$ cat src/rtl/mem_arbiter.sv
// Two-requester round-robin arbiter in front of a single-port synchronous memory.
// Each grant takes three cycles: IDLE (arbitrate) -> ACCESS (drive memory) -> RESP (ack).
module mem_arbiter #(
  parameter int ADDR_W = 8,
  parameter int DATA_W = 8
) (
  input  logic                  clk,
  input  logic                  reset,
  input  logic [1:0]            req,
  input  logic [1:0]            rw,
  input  logic [2*ADDR_W-1:0]   addr,
  input  logic [2*DATA_W-1:0]   wdata,
  output logic [1:0]            ack,
  output logic [DATA_W-1:0]     rdata,
  output logic                  busy,
  output logic [ADDR_W-1:0]     mem_address,
  output logic [DATA_W-1:0]     mem_data_in,
  input  logic [DATA_W-1:0]     mem_data_out,
  output logic                  mem_read_write,
  output logic                  mem_chip_en
);

  typedef enum logic [1:0] {
    IDLE   = 2'd0,
    ACCESS = 2'd1,
    RESP   = 2'd2
  } state_t;

  state_t              state_q, state_d;
  logic                last_q, last_d;
  logic                winner_q, winner_d;
  logic [1:0]          ack_q, ack_d;
  logic [DATA_W-1:0]   rdata_q, rdata_d;
  logic                busy_q, busy_d;
  logic [ADDR_W-1:0]   mem_address_q, mem_address_d;
  logic [DATA_W-1:0]   mem_data_in_q, mem_data_in_d;
  logic                mem_read_write_q, mem_read_write_d;
  logic                mem_chip_en_q, mem_chip_en_d;
  logic                win;

  // A lone requester always wins; on contention the one not served last wins.
  function automatic logic pick_winner(input logic [1:0] r, input logic last);
    if (r == 2'b11) begin
      return ~last;
    end
    return r[0] ? 1'b0 : 1'b1;
  endfunction

  // The mem_* registers double as the latched copy of the winner's request,
  // so nothing after IDLE looks at the live request inputs again.
  always_comb begin
    state_d          = state_q;
    last_d           = last_q;
    winner_d         = winner_q;
    ack_d            = 2'b00;
    rdata_d          = rdata_q;
    busy_d           = 1'b0;
    mem_address_d    = '0;
    mem_data_in_d    = '0;
    mem_read_write_d = 1'b0;
    mem_chip_en_d    = 1'b0;
    win              = 1'b0;

    case (state_q)
      IDLE: begin
        if (|req) begin
          win              = pick_winner(req, last_q);
          winner_d         = win;
          state_d          = ACCESS;
          busy_d           = 1'b1;
          mem_chip_en_d    = 1'b1;
          mem_read_write_d = rw[win];
          mem_address_d    = win ? addr[2*ADDR_W-1:ADDR_W] : addr[ADDR_W-1:0];
          if (rw[win]) begin
            mem_data_in_d = win ? wdata[2*DATA_W-1:DATA_W] : wdata[DATA_W-1:0];
          end
        end
      end
      ACCESS: begin
        state_d = RESP;
        busy_d  = 1'b1;
        ack_d   = winner_q ? 2'b10 : 2'b01;
        if (!mem_read_write_q) begin
          rdata_d = mem_data_out;
        end
      end
      RESP: begin
        state_d = IDLE;
        last_d  = winner_q;
      end
      default: begin
        state_d = IDLE;
      end
    endcase
  end

  always_ff @(posedge clk) begin
    if (reset) begin
      state_q          <= IDLE;
      last_q           <= 1'b1;
      winner_q         <= 1'b0;
      ack_q            <= 2'b00;
      rdata_q          <= '0;
      busy_q           <= 1'b0;
      mem_address_q    <= '0;
      mem_data_in_q    <= '0;
      mem_read_write_q <= 1'b0;
      mem_chip_en_q    <= 1'b0;
    end else begin
      state_q          <= state_d;
      last_q           <= last_d;
      winner_q         <= winner_d;
      ack_q            <= ack_d;
      rdata_q          <= rdata_d;
      busy_q           <= busy_d;
      mem_address_q    <= mem_address_d;
      mem_data_in_q    <= mem_data_in_d;
      mem_read_write_q <= mem_read_write_d;
      mem_chip_en_q    <= mem_chip_en_d;
    end
  end

  assign ack            = ack_q;
  assign rdata          = rdata_q;
  assign busy           = busy_q;
  assign mem_address    = mem_address_q;
  assign mem_data_in    = mem_data_in_q;
  assign mem_read_write = mem_read_write_q;
  assign mem_chip_en    = mem_chip_en_q;

endmodule

$ cat config.mk
export PLATFORM = sky130hd
export DESIGN_NAME = mem_arbiter
export DESIGN_NICKNAME = d
export VERILOG_FILES = /design/src/rtl/mem_arbiter.sv
export SDC_FILE = /design/constraint.sdc
export NUM_CORES = 1
export LEC_CHECK = 0
export BUFFER_PORTS_ARGS = -buffer_cell sky130_fd_sc_hd__buf_4
export CAP_MARGIN = 20
export CORE_MARGIN = 1
export CORE_UTILIZATION = 42
export CTS_CLUSTER_SIZE = 30
export DETAILED_ROUTE_END_ITERATION = 10
export GPL_ROUTABILITY_DRIVEN = 0
export MAX_ROUTING_LAYER = met4
export PLACE_DENSITY = 0.83
export REMOVE_ABC_BUFFERS = 1
export SLEW_MARGIN = 10
export SYNTH_ARGS = -nofsm -noshare
export SYNTH_HDL_FRONTEND = slang
export SYNTH_SLANG_ARGS = --single-unit
$ cat constraint.sdc
create_clock -name clk -period 1.5 [get_ports clk]
set_input_delay 0.075 -clock clk [delete_from_list [all_inputs] [get_ports clk]]
set_output_delay 0.075 -clock clk [all_outputs]
set_load 0.01 [all_outputs]
# Word level (Yosys, flattened, before mapping)
# Index checks and enable logic that the tools add are counted.
# totals
ff_bits	33
input_bits	46
output_inout_bits	29
word_cells	46
# classes
order_cmp	1
n_eq_ne	4
n_mux	17
bitwise_logic	6
reduce_logical	8
# op_table
op	count
$mux W8	2
$mux W1	11
$not A1 Y1	6
$reduce_or A2 Y1	3
$eq A2 B2 Y1 const B	2
$mux W2	2
$pmux W2 S2	1
$reduce_and A2 Y1	2
$reduce_or A4 Y1	1
$reduce_or A3 Y1	1
$eq A2 B1 Y1 const B	1
$logic_not A2 Y1	1
$lt A1 B2 Y1 const B	1
$ne A2 B2 Y1 const B	1
$pmux W1 S2	1

# Depth between registers and ports, before layout
# logic_depth
depth_word	11
mapped_depth	5
mapped_depth_nobuf	3

# Least setup slack after synthesis
# No wires, ideal clock.
# synth_timing
kind	register -> register
startpoint	reg state_q[1]
endpoint	reg mem_data_in_q[7] (netlist: mem_data_in[7])
arrival_time_ps	1210
setup_slack_ps	220
path_stages_with_launch	5
synth_period_minus_slack_ps	1280
cell_sequence	dfxtp_1 > or4_1 > buf_6 > buf_8 > a21oi_1
# synth_between
elab_chain_len	3
# synth_rtl
element	line	rtl
start: declaration	29	state_t state_q, state_d;
start signal: assignment	110	state_q <= state_d;
$logic_not A2 Y1	64	case (state_q)
$not A1 Y1 (no line)	--	
$reduce_or A4 Y1 (no line)	--	
end signal: assignment	117	mem_data_in_q <= mem_data_in_d;
end: declaration	36	logic [DATA_W-1:0] mem_data_in_q, mem_data_in_d;
# Every way passes these cells.
# A chain may end at the register's enable or synchronous reset.

# Worst setup path in the final report
# layout_timing
startpoint	in reset
endpoint	reg mem_data_in_q[7] (netlist: mem_data_in[7])
# layout_between
elab_chain_len	1
# layout_rtl
element	line	rtl
start: declaration	8	input logic reset,
$reduce_or A4 Y1 (no line)	--	
# Every way passes these cells.

==> impl_metrics.toml <==
[cells_and_area]
share_of_final_layout_standard_cells_stronger_than_drive_strength_1 = 0.3927
commonest_cells_after_routing_fill_and_taps_aside = "77 x buf_4, 33 x dfxtp_1, 18 x a21oi_1, 16 x dlygate4sd3_1, 11 x nor2_1"
postLayoutCoreUtil = 0.7227
filler_cell_count = 204
final_common_cell = "buf_4"
count_of_inserted_antenna_diode_cells = 0
area.growth.synth_to_final_pct = 60.04
nNetsFinal = 265

[placement]
placement.setup.worst_slack_ns = 0.02131
dp_hpwl_um = 2285
place.port_buffers = 74

[routing]
detailroute.via_count = 1306
remaining_drc_errors = 12
antenna_violating_nets_post_route = 0
drtPass1Iterations = 7
wirelength_um = 3514
post_drt_via_cell_ratio = 5.224
avgRoutedWirePerCell_um = 14.06
initialDrtViolationCount = 47

[min_path]
whs_path_depth = 3
hold_path.class = "input pin to register"
timing.hold.worst.start = "addr[5]"
hold_end = "mem_address[5]$_SDFF_PP0_"

[critical_path]
rr_startpoint = "state_q[1]$_SDFFE_PP0P_"
worst_setup_path_end_kind = "register"
arrival_ns = 1.63
start_kind = "input pin"
r2r-end = "mem_data_in[7]$_SDFF_PP0_"
rrSetupSlack_ns = 0.17
worst-r2r-cell-count = 3
worst-setup-path-type = "input pin to register"
critical_path.max_fanout = 19
required_ns = 1.76

[logic_synthesis]
netlist_instances = 131
count_of_yosys_warnings_during_synthesis = 0
post_synth_num_cell_types = 27
yosysSeqAreaShare = 0.5171
syn_avg_cell_area_um2 = 9.752
synth_top_flop_cell = "dfxtp_1"
synth_enable_flop_cells = 0
asyncSetResetFlopFracSynth = 0
yosys_register_bits = 33
syn_area_mm2 = 0.001277

[global_route]
global_route.usage.met1 = 0.2439
grt_start_max_net_pins = 36
grtUsageMet3 = 0.07483
grt_pass1_vias = 1308
grt.total_usage = 0.2322
grt_first_pass_wirelength_um = 5471
gr-total-overflow = 0
globalRoute.busiestLayer = "met2"
grt_util_met2 = 0.3966
antenna_found_initial = 0

[pwr]
net-switching-power_mw = 0.4512
sw_frac_of_total = 0.2482
internal-power_mw = 1.367
pwr-share-comb = 0.207
cellLeakagePower_nw = 0.9181
pwr_density_cell_mw_per_mm2 = 889.4
peakVddDrop_v = 0.0005230
clk_pwr_share = 0.269
pwr-share-seq = 0.524

[sta]
tightest_slew_ns = 0.4761
post-route-period-util = 0.9141
final_worst_setup_slack_ns = 0.1289
final_setup_violation_count = 0
final.setup_skew_ns = 0.007150
report.final.hold_viol_count = 0
final.min_clock_period_ns = 1.371
max_freq_mhz = 729.3
slew-limit-headroom = 0.6826
drv_slew = 0
rsz0062_at_grt = "false"

[cts]
clock_sink_count = 33
cts-root-to-sink-buffers = 2
cts.reportedPaths.clkPinSlew_ns = 0.09
clk-insertion-delay-late_ns = 0.33
htreeDepth = 2
root_buffer = "clkbuf_4"
cts_tree = "built"
clock_buffer_count_from_cts = 5
post-cts-setup-buffer-count = 0

[die]
die_h_um = 57.15
floorplan.initialDensity = 0.4516
die_area_mm2 = 0.003266
placeableCoreArea_mm2 = 0.002829
design.portCount = 75
num_rows = 19
die_x_um = 57.15

[status]
violations = "design-rule violations"
outcome = "complete, but fails checks"

[job]
cap_violations = 0
## layout make-up
class                      count  area [µm²]  share of cell area
sequential                    33       660.6              0.3231
timing repair buffer          93       738.2              0.3611
inverter                       3       11.26            0.005508
multi-input combinational     83       540.5              0.2644
tap                           31       38.79             0.01897
clock buffer                   7       55.05             0.02693
## through the flow
step / power (mW) / instance area, µm² / instances / hold WS (ns) / setup TNS, ns
after global routing: 1.916 / 2044 / 250 / 0.005814 / 0
after CTS: 1.833 / 2033 / 249 / 0.001927 / 0
after detailed placement: 1.312 / 1828 / 227 / 0.3232 / 0
final: 1.818 / 2044 / 250 / 0.01512 / 0
after floorplan: 1.102 / 1211 / 119 / 0.1474 / -1.979
after global placement: 1.298 / 1828 / 227 / 0.3175 / 0
## sequential cells by signal, indices dropped and copies added (netlist names)
signal	flops
ack	2
rdata	8
mem_read_write	1
state_q	2
mem_chip_en	1
last_q	1
mem_address	8
busy	1
mem_data_in	8
winner_q	1
## critical path: stages
cell and delay (ns):
dlygate4sd3_1 0.54, buf_4 0.18, or4_1 0.46, buf_4 0.21, a21oi_1 0.16
## cell usage after synthesis, types with 2 or more instances
| cell | n | area share |
|---|---|---|
| nand3b_1 | 9 | 0.053 |
| nor2b_1 | 2 | 0.0098 |
| buf_2 | 2 | 0.0078 |
| buf_1 | 2 | 0.0059 |
| o21ai_0 | 8 | 0.031 |
| inv_1 | 2 | 0.0059 |
| dfxtp_1 | 33 | 0.52 |
| clkbuf_1 | 6 | 0.018 |
| o211ai_1 | 8 | 0.047 |
| mux2i_1 | 8 | 0.063 |
| nor2_1 | 11 | 0.032 |
| a21oi_1 | 18 | 0.071 |
| nand4b_1 | 8 | 0.055 |
## timing repair
action                     CTS  global route
gates resized for setup      0             1
hold endpoints to repair    13             1
hold buffers                15             1
setup endpoints to repair    0            18
## power by group through the flow
stage	Clock [mW]	Combinational, mW	Sequential (mW)
4_1_cts	0.510	0.370	0.953
3_5_place_dp	0	0.338	0.973
6_report	0.489	0.376	0.953
5_1_grt	0.551	0.404	0.960
2_1_floorplan	0	0.110	0.992
3_3_place_gp	0	0.328	0.970
## cell families after synthesis
kind of cell / synth area share
compound gates: 0.1665
buf+inv: 0.06072
mux: 0.06269
flops: 0.5171
simple gates: 0.1930
## metal layers
| metal | share of wire | vias to the layer above |
|---|---|---|
| met5 | 0 | - |
| met4 | 0.016 | 0 |
| met3 | 0.094 | 5 |
| met2 | 0.50 | 69 |
| met1 | 0.39 | 588 |
| li1 | - | 644 |
## worst max path at each step
stage / start / to
floorplan: state_q[0]$_SDFFE_PP0P_ / rdata[0]$_SDFFE_PP0P_
global placement: last_q$_SDFFE_PP1N_ / mem_data_in[3]$_SDFF_PP0_
detailed placement: last_q$_SDFFE_PP1N_ / mem_data_in[7]$_SDFF_PP0_
CTS: last_q$_SDFFE_PP1N_ / mem_data_in[7]$_SDFF_PP0_
global route: state_q[0]$_SDFFE_PP0P_ / rdata[0]$_SDFFE_PP0P_
finish: reset / mem_data_in[7]$_SDFF_PP0_
(Power assumes the default switching activity.)
